## config.mk

```make
export PLATFORM = sky130hd
export DESIGN_NAME = demux4_reg_flat
export DESIGN_NICKNAME = d
export VERILOG_FILES = /design/src/rtl/demux4_reg_if.sv /design/src/rtl/demux4_reg.sv /design/src/flat_wrapper.sv
export SDC_FILE = /design/constraint.sdc
export NUM_CORES = 1
export LEC_CHECK = 0
export ABC_AREA = 1
export CORE_ASPECT_RATIO = 1.1
export CORE_MARGIN = 2
export CORE_UTILIZATION = 40
export CTS_BUF_LIST = sky130_fd_sc_hd__clkbuf_4 sky130_fd_sc_hd__clkbuf_8
export CTS_CLUSTER_DIAMETER = 120
export DETAILED_ROUTE_END_ITERATION = 16
export PLACE_DENSITY_LB_ADDON = 0.3
export SETUP_SLACK_MARGIN = 0.02
export SLEW_MARGIN = 0
export SYNTH_ARGS = -nofsm -noshare
export SYNTH_HDL_FRONTEND = slang
export SYNTH_SLANG_ARGS = --single-unit
```

## constraint.sdc

```tcl
create_clock -name clk -period 1.6 [get_ports clk]
set_input_delay 0.16 -clock clk [delete_from_list [all_inputs] [get_ports clk]]
set_output_delay 0.16 -clock clk [all_outputs]
set_load 0.05 [all_outputs]
```

## src/rtl/demux4_reg_if.sv

```systemverilog
// Handshake bundle for demux4_reg: one valid/ready input stream steered to four
// registered output slots, each with its own valid/ready pair.
interface demux4_reg_if #(
    parameter int unsigned WIDTH = 8,
    parameter int unsigned CNTW  = 8
);
    logic             in_valid;
    logic             in_ready;
    logic [1:0]       in_sel;
    logic [WIDTH-1:0] in_data;
    logic [3:0]       out_valid;
    logic [3:0]       out_ready;
    logic [WIDTH-1:0] o0;
    logic [WIDTH-1:0] o1;
    logic [WIDTH-1:0] o2;
    logic [WIDTH-1:0] o3;
    logic [CNTW-1:0]  xfer_cnt;

    modport master (
        output in_valid, in_sel, in_data, out_ready,
        input  in_ready, out_valid, o0, o1, o2, o3, xfer_cnt
    );

    modport slave (
        input  in_valid, in_sel, in_data, out_ready,
        output in_ready, out_valid, o0, o1, o2, o3, xfer_cnt
    );
endinterface

```

## src/rtl/demux4_reg.sv

```systemverilog
// Registered 1-to-4 stream demultiplexer: each accepted word lands in the slot chosen by
// in_sel and is held there until that slot's consumer takes it.
module demux4_reg #(
    parameter int unsigned WIDTH = 8,
    parameter int unsigned CNTW  = 8
) (
    input logic         clk,
    input logic         rst,
    demux4_reg_if.slave bus
);
    typedef enum logic {StEmpty, StFull} slot_st_e;

    slot_st_e         st_q   [4];
    logic [WIDTH-1:0] data_q [4];
    logic [CNTW-1:0]  cnt_q;
    logic [CNTW-1:0]  cnt_d;
    logic [3:0]       full;
    logic [3:0]       sel_oh;
    logic [3:0]       load;
    logic [3:0]       drain;
    logic             in_ready;
    logic             accept;

    always_comb begin
        sel_oh = 4'b0000;
        unique case (bus.in_sel)
            2'd0: sel_oh = 4'b0001;
            2'd1: sel_oh = 4'b0010;
            2'd2: sel_oh = 4'b0100;
            2'd3: sel_oh = 4'b1000;
        endcase
        for (int k = 0; k < 4; k++) begin
            full[k] = (st_q[k] == StFull);
        end
        // Only the addressed slot gates ready; a slot being drained can refill in the same cycle.
        in_ready = ~rst & (~full[bus.in_sel] | bus.out_ready[bus.in_sel]);
        accept   = bus.in_valid & in_ready;
        load     = sel_oh & {4{accept}};
        drain    = full & bus.out_ready;
        cnt_d    = cnt_q + 1'b1;
    end

    always_ff @(posedge clk or posedge rst) begin
        if (rst) begin
            cnt_q <= '0;
            for (int k = 0; k < 4; k++) begin
                st_q[k]   <= StEmpty;
                data_q[k] <= '0;
            end
        end else begin
            if (accept) begin
                cnt_q <= cnt_d;
            end
            for (int k = 0; k < 4; k++) begin
                if (load[k]) begin
                    st_q[k]   <= StFull;
                    data_q[k] <= bus.in_data;
                end else if (drain[k]) begin
                    st_q[k]   <= StEmpty;
                end
            end
        end
    end

    assign bus.in_ready  = in_ready;
    assign bus.out_valid = full;
    assign bus.o0        = data_q[0];
    assign bus.o1        = data_q[1];
    assign bus.o2        = data_q[2];
    assign bus.o3        = data_q[3];
    assign bus.xfer_cnt  = cnt_q;
endmodule

```

## src/flat_wrapper.sv

```systemverilog
// flat-port wrapper written by rule: the top's interface ports become plain ports
module demux4_reg_flat 
#(
    parameter int unsigned WIDTH = 8,
    parameter int unsigned CNTW  = 8
)
  (clk, rst, bus_in_valid, bus_in_sel, bus_in_data, bus_out_ready, bus_in_ready, bus_out_valid, bus_o0, bus_o1, bus_o2, bus_o3, bus_xfer_cnt);
  demux4_reg_if #(.WIDTH(WIDTH), .CNTW(CNTW)) bus_i ();
  input logic clk;
  input logic rst;
  input wire logic [$bits(bus_i.in_valid)-1:0] bus_in_valid;
  input wire logic [$bits(bus_i.in_sel)-1:0] bus_in_sel;
  input wire logic [$bits(bus_i.in_data)-1:0] bus_in_data;
  input wire logic [$bits(bus_i.out_ready)-1:0] bus_out_ready;
  output wire logic [$bits(bus_i.in_ready)-1:0] bus_in_ready;
  output wire logic [$bits(bus_i.out_valid)-1:0] bus_out_valid;
  output wire logic [$bits(bus_i.o0)-1:0] bus_o0;
  output wire logic [$bits(bus_i.o1)-1:0] bus_o1;
  output wire logic [$bits(bus_i.o2)-1:0] bus_o2;
  output wire logic [$bits(bus_i.o3)-1:0] bus_o3;
  output wire logic [$bits(bus_i.xfer_cnt)-1:0] bus_xfer_cnt;
  assign bus_i.in_valid = bus_in_valid;
  assign bus_i.in_sel = bus_in_sel;
  assign bus_i.in_data = bus_in_data;
  assign bus_i.out_ready = bus_out_ready;
  assign bus_in_ready = bus_i.in_ready;
  assign bus_out_valid = bus_i.out_valid;
  assign bus_o0 = bus_i.o0;
  assign bus_o1 = bus_i.o1;
  assign bus_o2 = bus_i.o2;
  assign bus_o3 = bus_i.o3;
  assign bus_xfer_cnt = bus_i.xfer_cnt;
  demux4_reg #(.WIDTH(WIDTH), .CNTW(CNTW)) u_core (.clk(clk), .rst(rst), .bus(bus_i));
endmodule
```

**Word level (Yosys, flattened, before mapping)**

Index checks and enable logic that the tools add are counted.

- Register bits after elaboration: 44
- Logic and storage cells: 39
- Output and inout bits: 45
- Bits of input ports: 17

- Mux-type cells: 13
- Reductions and logical operators: 5
- Equal/unequal tests: 3
- Bitwise operators: 7
- Add/subtract/negate cells: 1
- Magnitude comparators: 1

Operator list:

| kind | number |
|---|---|
| $pmux W4 S4 | 1 |
| $mux W1 | 10 |
| $add A8 B1 Y8 const B | 1 |
| $and A4 B4 Y4 | 2 |
| $reduce_bool A2 Y1 | 4 |
| $bmux W1 S2 | 2 |
| $eq A2 B2 Y1 const B | 2 |
| $lt A2 B3 Y1 const B | 1 |
| $and A1 B1 Y1 | 2 |
| $eq A2 B1 Y1 const B | 1 |
| $logic_not A2 Y1 | 1 |
| $not A1 Y1 | 2 |
| $or A1 B1 Y1 | 1 |

**Depth between registers and ports, before layout**

Gate-level depths: netlist (run 1).

- Depth after elaboration: 8
- Depth in mapped cells: 11
- Depth with buffers taken out: 10

**Least setup slack after synthesis (run 1)**

No wires, ideal clock.

- Kind: reg2reg
- From: register u_core.st_q (netlist bit u_core.bus.out_valid[3])
- To: register u_core.cnt_q[5], in the netlist u_core.bus.xfer_cnt[5]
- Clock period less this slack: 2042 ps
- Setup time: 70 ps
- Arrival time: 1973 ps
- Setup slack: -442 ps
- Stages on the path, launching flop included: 8
- Buffers on the path: 0
- Cell sequence: dfrtp_1 -> nand2_1 -> nand2_1 -> nand2_1 -> nand2_1 -> a21oi_1 -> nand3_1 -> nand2_1

- Word-level cells in the longest chain between the ends: 6

Ends and longest elaborated chain:

| what | line | RTL |
|---|---|---|
| start: declaration | demux4_reg.sv:13 | `slot_st_e st_q [4];` |
| start signal: indexed assignment | demux4_reg.sv:47 | `st_q[k] <= StEmpty;` |
| start signal: indexed assignment | demux4_reg.sv:56 | `st_q[k] <= StFull;` |
| start signal: indexed assignment | demux4_reg.sv:59 | `st_q[k] <= StEmpty;` |
| $bmux W1 S2 | demux4_reg.sv:36 | `in_ready = ~rst & (~full[bus.in_sel] \| bus.out_ready[bus.in_sel]);` |
| $mux W1 (not written as such) | demux4_reg.sv:36 |  |
| $not A1 Y1 | demux4_reg.sv:36 |  |
| $or A1 B1 Y1 | demux4_reg.sv:36 |  |
| $and A1 B1 Y1 | demux4_reg.sv:36 |  |
| net bus_in_ready | flat_wrapper.sv:15 | `output wire logic [$bits(bus_i.in_ready)-1:0] bus_in_ready;` |
| $and A1 B1 Y1 | demux4_reg.sv:37 | `accept = bus.in_valid & in_ready;` |
| end signal: assignment | demux4_reg.sv:52 | `cnt_q <= cnt_d;` |
| end: declaration | demux4_reg.sv:15 | `logic [CNTW-1:0] cnt_q;` |

The timed path passes the listed nets, and every way through them passes these cells. The select of a mux whose other input is x is not followed.
A chain may end at the register's enable or synchronous reset.

**Worst setup path after layout (run 1)**

- From: register u_core.st_q (netlist bit u_core.bus.out_valid[1])
- To: output bus_in_ready

- Word-level cells in the longest chain between the ends: 5

Ends and longest elaborated chain:

| what | line |
|---|---|
| $bmux W1 S2 | demux4_reg.sv:36 |
| $mux W1 (not written as such) | demux4_reg.sv:36 |
| $not A1 Y1 | demux4_reg.sv:36 |
| $or A1 B1 Y1 | demux4_reg.sv:36 |
| $and A1 B1 Y1 | demux4_reg.sv:36 |
| end: declaration | flat_wrapper.sv:15 |

Every way passes these cells. The select of a mux whose other input is x is not followed.

==> results.txt, run 1 <==
* Category of the most critical setup path: flop to primary output
- Synthesized Nets: 244
- The run finished with clean final reports.
* Final GP Congestion: 0.809
- The total area inside the core boundary comes to around 4700 um^2.
- Post-layout power: 4410 uW
* Final routed wirelength across all metal layers: 4690 um
- Across the run, the number of max-cap violations was 0.
- No sink is reached through more buffers than the 2 on the longest clock path.
* First-pass DRT Iterations: 4
* Worst setup SP type: flop
* Area delta synth->final: 44.0%
- Post-Layout Inst Area: 2850 um^2
- The number of endpoints with negative hold slack in the final report came to 0.
* Vias per Instance: 4.71
* Count of boundary I/O pins: 62
- For this run, asynchronously set or reset flops after synthesis account for 100%.
* Maximum fanout encountered on the critical timing path: 2
- Data arrives at the worst endpoint at 1.42 ns.
- In the final timing run, aggregate negative setup slack is 0 ns.
* Worst-case setup margin in the final layout: between 0.02 and 0.025 ns
- Post-detailed-placement cell area: 2680 um^2
- After detailed routing, the average wire length per cell comes to 12.7 um.
* Die width: 71.1 um
- Synthesis instantiated 19 different standard cells from the library.
- The initial antenna violation count is 0.
- IR analysis of the VDD net gives a maximum drop of 761 uV.
- Reg-to-reg critical path startpoint: u_core.bus.out_valid[1]
- STA classifies the critical path endpoint as a primary output.
- Of the synthesized area, sequential elements account for between 50% and 60%.
- Leaving out fill and tap cells, the most frequent cell in the layout is sky130_fd_sc_hd__nand2_1.
* CP startpoint: u_core.bus.out_valid[1]
- At the end of the flow the core is filled with cells to 60.5%.
* All-layer global routing usage: 18.5%
- Dividing the final minimum period by the clock period gives a little over nine tenths.
- During placement, the flow inserted port buffers numbering 61.
* Count of clock tree sinks: 44
- CTS Root Cell: sky130_fd_sc_hd__clkbuf_8
* Post-route clock skew: around 0.0054 ns
- At the pin with the least slew margin, the transition time is 0.291 ns.
- Max-slew headroom: 80.6%
- Synthesis produced a netlist whose cell count is 226.
* Crit path time final: 1.58 ns
* DR vias: approximately 1700
- The H-tree was split into 2 levels.
- The final layout contains between 300 and 400 nets.
* Commonest cells after routing, fill and taps aside: sky130_fd_sc_hd__nand2_1 (117), sky130_fd_sc_hd__buf_4 (61), sky130_fd_sc_hd__dfrtp_1 (40), sky130_fd_sc_hd__clkdlybuf4s50_1 (14), sky130_fd_sc_hd__inv_1 (13)
* Pwr per Cell Area: ~1500 nW/um^2
- The path class of the tightest hold or removal check is primary input to async pin.
* Total inserted antenna cells: 0
- The number of global-route vias before repair came to roughly 1700.
- Among all flip-flop cells after synthesis, the most frequent one is sky130_fd_sc_hd__dfrtp_1.
- From bottom edge to top edge, the die measures ~78 um.
- CTS tree: yes
- Reg clk slew, reported paths: 0.08 ns
- The count of final max-slew check failures was 0.
* Clk Latency, worst-skew pair: 0.30 ns
- For this design, the CTS-stage hold fixing added 0 buffers.
- Final count of negative-setup-slack endpoints: 0
- The floorplan step defined a die boundary enclosing 5530 um^2.
* Total of fill cells in the finished design: 426
* DP Worst Slack: -0.282 ns
* Cell Area, Synth: 1980 um^2
- In this run the remaining antenna-violating nets after routing total 0.
- DR DRC count: 0
- Setup repair after global routing could not meet its margin everywhere.
- Counting flops and latches in the post-synthesis netlist gives 44.
- Largest net degree at the start of global routing: 21
- The detailed router finished its first iteration with 79 violations.
- Once the floorplan was initialized, standard cells occupied 42.0% of the core.
* Ys Warns: 0
- STA puts the critical path data required time at approximately 1.4 ns.
- Final HPWL from detailed placement: ~3500 um
* Avg Synthesized Cell Area: slightly below 9 um^2
- Counting flops with a built-in enable in the synthesized netlist gives 0.
- The first global-routing pass estimated 8050 um of wire.
- Standard-cell rows: 26
- The number of clock buffers added by TritonCTS is 5.
* Overflow left after global routing: 0
- Maximum achievable frequency: approximately 0.63 GHz
* Layout cell share with drive strength beyond 1: roughly a third
* Static leakage: ~0.0015 uW
==> report_power, final <==
group / internal [uW] / total (uW) / switching, uW / leakage, uW
Combinational: 611 / 1960 / 1350 / 0.000909
Sequential: 1370 / 1570 / 200 / 0.000556
Clock: 510 / 887 / 377 / 0.0000614
==> cells in the mapped netlist (2+ instances only) <==
| cell | number | area, um^2 |
|---|---|---|
| sky130_fd_sc_hd__dfrtp_1 | 44 | 1100 |
| sky130_fd_sc_hd__inv_1 | 13 | 48.8 |
| sky130_fd_sc_hd__inv_2 | 3 | 11.3 |
| sky130_fd_sc_hd__nand2_1 | 121 | 454 |
| sky130_fd_sc_hd__nand3_1 | 7 | 35.0 |
| sky130_fd_sc_hd__nand4_2 | 4 | 50.1 |
| sky130_fd_sc_hd__nor2_1 | 5 | 18.8 |
| sky130_fd_sc_hd__nor2_4 | 6 | 67.6 |
| sky130_fd_sc_hd__o21ai_0 | 4 | 20.0 |
| sky130_fd_sc_hd__o21ai_2 | 5 | 43.8 |
| sky130_fd_sc_hd__xnor2_1 | 5 | 43.8 |
| sky130_fd_sc_hd__xor2_1 | 2 | 17.5 |
==> worst paths after layout <==
path | to | slack, ns | cells past startpoint
min in group clk | u_core.bus.out_valid[3] | 0.45 | 2
worst min register to register | u_core.bus.o3[2] | 0.49 | 2
max in group asynchronous | u_core.bus.out_valid[0] | 0.91 | 3
worst max register to register | u_core.bus.o2[7] | 0.19 | 9
worst max-delay path | bus_in_ready | 0.02 | 7
worst min-delay path | u_core.bus.o3[7] | 0.39 | 3
==> layout make-up <==
type | count | area (um^2) | share of cell area (%)
clock buffers | 6 | 82.6 | 2.89
flip-flops and latches | 44 | 1110 | 38.8
multi-input cells | 163 | 818 | 28.7
repair buffers | 81 | 678 | 23.8
clock inverters | 2 | 38.8 | 1.36
well taps | 56 | 70.1 | 2.46
inverters | 16 | 60.1 | 2.10
==> critical path, stage by stage, from the launching register on <==
cell and delay, ns:
sky130_fd_sc_hd__dfrtp_2 0.42, sky130_fd_sc_hd__nand2_1 0.06, sky130_fd_sc_hd__nand2_1 0.05, sky130_fd_sc_hd__nand2_1 0.06, sky130_fd_sc_hd__nand2_2 0.08, sky130_fd_sc_hd__buf_6 0.13
sky130_fd_sc_hd__a21oi_4 0.17, sky130_fd_sc_hd__buf_12 0.15
==> logic make-up (layout without fill, tap and decap cells) <==
logic type               Yosys count  in the layout  synth area share, %
AO/OA/AOI/OAI                     10             10                 3.47
adder cells (fa/ha/maj)            1              1                0.631
XOR/XNOR                           7              7                 3.09
AND/OR/NAND/NOR                  145            145                 33.0
flip-flops                        44             44                 55.6
buffers and inverters             19            105                 4.23
==> sequential cells by signal, indices dropped and copies added (netlist names) <==
signal / flops
u_core.bus.xfer_cnt: 8
u_core.bus.out_valid: 4
u_core.bus.o2: 8
u_core.bus.o3: 8
u_core.bus.o1: 8
u_core.bus.o0: 8
==> through the flow <==
step / hold slack [ns] / cells
after global routing: 0.416 / 368
after detailed placement: 0.466 / 355
final: 0.394 / 368
after floorplan: 0.222 / 226
after CTS: 0.382 / 367
after global placement: 0.463 / 355
==> repair_timing <==
action,CTS,global route
pin swaps,2,5
setup buffers,4,1
endpoints found under the setup margin,1,1
gates resized for setup,6,2
==> routing by layer <==
metal / vias to the layer above / GRT usage (%) / part of all wire [%]
li1: 860 / - / -
met1: 815 / 24.3 / 44
met2: 50 / 30.2 / 49
met3: 8 / 5.19 / 6.6
met4: 0 / 4.34 / 1.0
met5: - / 0 / 0
No activity file was read; power rests on OpenSTA's default activity.
==> inputs of run 2 (changes only) <==
Settings changed: CORE_MARGIN 2 to not set, GPL_ROUTABILITY_DRIVEN set to 1.
==> run 2 against run 1 <==
Against the previous run:
- combinational power barely moved
- largest cell class unchanged
- sequential cell count did not move
- register-to-register slack got worse by 0.11 ns
- sequential power barely moved
==> results.txt, run 2 (same netlist as run 1, synthesis figures left out) <==
* Die width: roughly 70 um
* Category of the most critical setup path: flop to primary output
* Area enclosed by the die boundary: 5240 um^2
- Detailed-route wire length per cell: 12.4 um
- The clock drives 44 sinks.
* Commonest cells after routing, fill and taps aside: sky130_fd_sc_hd__nand2_1 (117), sky130_fd_sc_hd__buf_4 (66), sky130_fd_sc_hd__dfrtp_1 (40), sky130_fd_sc_hd__clkdlybuf4s50_1 (14), sky130_fd_sc_hd__inv_1 (13)
- The analysis attributes to cell leakage a power of 0.00153 uW.
- Crit path buffers/inverters: 2
- Global routing consumed, over all layers together, roughly a fifth of the routing resources.
- Once detailed placement completed, the half-perimeter wirelength came to 3410 um.
- Row generation in the floorplan step produced 26 rows.
- For this block, wires on met1 add up to 2180 um.
- Minimum hold slack: 0.416 ns
- Accumulated negative setup slack: 0 ns
* Max-cap viol count: 0
- In this run the tightest slew margin relative to its limit is 75.4%.
- The first detailed-routing pass ran for 4 iterations.
- Worst setup EP type: primary output
- Of all nets on the critical path, the largest fanout is 3.
- Overflow left after global routing: 0
* Final count of negative-setup-slack endpoints: 0
- At the end of routability-driven placement, the weighted congestion stood at 0.747.
- Ratio of final minimum period to clock period: 98.3%
- At the worst endpoint, the arrival time is 1.41 ns.
* Chip height: 75.8 um
* Met2 WL post-DR: 2150 um
- For the pin with the worst max-slew slack, the measured transition is between 0.3 and 0.4 ns.
- Wire length on met3: around 240 um
- Clk Latency, worst-skew pair: 0.29 ns
- Total inserted antenna cells: 0
- Crit path time final: 1.57 ns
- Summing internal, switching and leakage power gives about 4300 uW.
- STA puts the critical path data required time at 1.44 ns.
- DR vias: 1718
- Maximum root-to-sink buffer count: 2
* Post-route clock skew: 0.00789 ns
- The count of final max-slew check failures is 0.
- Vias in the first global route: about 1700
* Top routing layer in use: met4
- Placeable Area: 4720 um^2
* Layout cell share with drive strength beyond 1: 33.5%
- The cell sitting at the root of the clock tree is a sky130_fd_sc_hd__clkbuf_8.
- Outcome: finished, final reports clean
- IR analysis of the VDD net gives a maximum drop of 804 uV.
- In this run the critical register-to-register path is launched from u_core.bus.out_valid[1].
* Number of nets with antenna violations after routing: 0
- Wires add up to 4610 um.
* Setup repair after global routing missed its margin: yes
- For this run, the slowest stage of the critical path takes 0.43 ns.
- For this configuration, the core starts out at a cell density of between 40 and 50%.
- For this run, design rule violations remaining after detail routing come to 0.
- For this run, the top clock speed supported by timing is 0.636 GHz.
- The initial antenna violation count was 0.
- CP startpoint: u_core.bus.out_valid[1]
* Utilization after layout: roughly three fifths
- CTS built an H-tree with a depth of 2.
- Total count of hold-check failures in the final report: 0
- Entering global routing, the biggest net connects 19 pins.
- Family with the most delay on the worst path: flip-flops
- Count of boundary I/O pins: 62
* Reg clk slew, reported paths: 0.08 ns
- Wire length of the first global-routing pass: 7680 um
- Pwr per Cell Area: 1500 nW/um^2
- Number of nets at the end of the flow: 333
- CP Cell Sequence: nand2_2, nand2_1, nand2_1, nand2_2, buf_4, a21oi_4, buf_12
- For this block, the initial DRC count from the detailed router was between 50 and 60.
- Vias per Instance: roughly 4.6
- Buffers inserted during clock tree synthesis total 5.
- Leaving out fill and tap cells, the most frequent cell in the layout is sky130_fd_sc_hd__nand2_1.
* Class of the tightest hold or removal check: primary input to async pin
- The count of buffers added on input and output ports is 61.
* CTS tree: yes
- Cell with the biggest individual delay on the critical path: sky130_fd_sc_hd__dfrtp_2
- STA classifies the critical path startpoint as a flop.
- Area delta synth->final: 44.1%
-- run 2: per-stage QoR --
stage | cell area (um^2) | worst slack, ns | cells
floorplan | 2000 | 0.0319 | 226
global placement | 2710 | -0.199 | 359
detailed placement | 2710 | -0.229 | 359
CTS | 2840 | 0.0290 | 370
global route | 2860 | -0.0402 | 372
finish | 2860 | 0.0276 | 372
-- run 2: cell type report --
| type | instances | area [um^2] |
|---|---|---|
| repair buffers | 85 | 704 |
| fillers | 431 | 1860 |
| inverters | 16 | 60.1 |
| well taps | 56 | 70.1 |
| flip-flops and latches | 44 | 1110 |
| clock buffers | 8 | 97.6 |
| multi-input cells | 163 | 818 |
-- run 2: repair_timing --
item | 4_1_cts | 5_1_grt
resized for setup | 6 | 1
pin swaps | 1 | 11
endpoints found under the setup margin | 1 | 1
hold buffers | 0 | 0
setup buffers | 3 | 2
-- run 2: layer usage --
layer	GRT usage, %	vias to the layer above
met3	3.97	6
met4	5.44	0
li1	-	869
met1	24.9	788
met5	0	-
met2	31.7	55
-- run 2: report_power, final --
part	switching, uW	total [uW]	internal, uW
Combinational	1350	1960	612
Sequential	201	1570	1370
Clock	360	747	387
-- run 2: worst paths after layout --
path | endpoint | slack [ns] | cells after the start
max | bus_in_ready | 0.03 | 7
min | u_core.bus.out_valid[1] | 0.42 | 3
max reg2reg | u_core.bus.o3[7] | 0.08 | 10
min reg2reg | u_core.bus.o0[5] | 0.48 | 2
max in group asynchronous | u_core.bus.out_valid[2] | 0.93 | 3
min in group clk | u_core.bus.out_valid[2] | 0.45 | 2
-- run 2: worst reg2reg max path, cell delays in order (launching register included) --
cell                      delay (ns)
sky130_fd_sc_hd__dfrtp_2        0.43
sky130_fd_sc_hd__nand2_2        0.06
sky130_fd_sc_hd__nand2_1        0.05
sky130_fd_sc_hd__nand2_1        0.06
sky130_fd_sc_hd__nand2_2        0.06
sky130_fd_sc_hd__buf_4          0.14
sky130_fd_sc_hd__nand2_4        0.09
sky130_fd_sc_hd__buf_4          0.12
sky130_fd_sc_hd__nand4_2        0.20
sky130_fd_sc_hd__nand2_1        0.16
sky130_fd_sc_hd__nand2_1        0.06
==> inputs of run 3 (changes only) <==
Settings changed: CTS_CLUSTER_SIZE set to 12.
==> results of run 3 <==
Same layout as run 2: the final DEF is identical, and so are final timing and power.
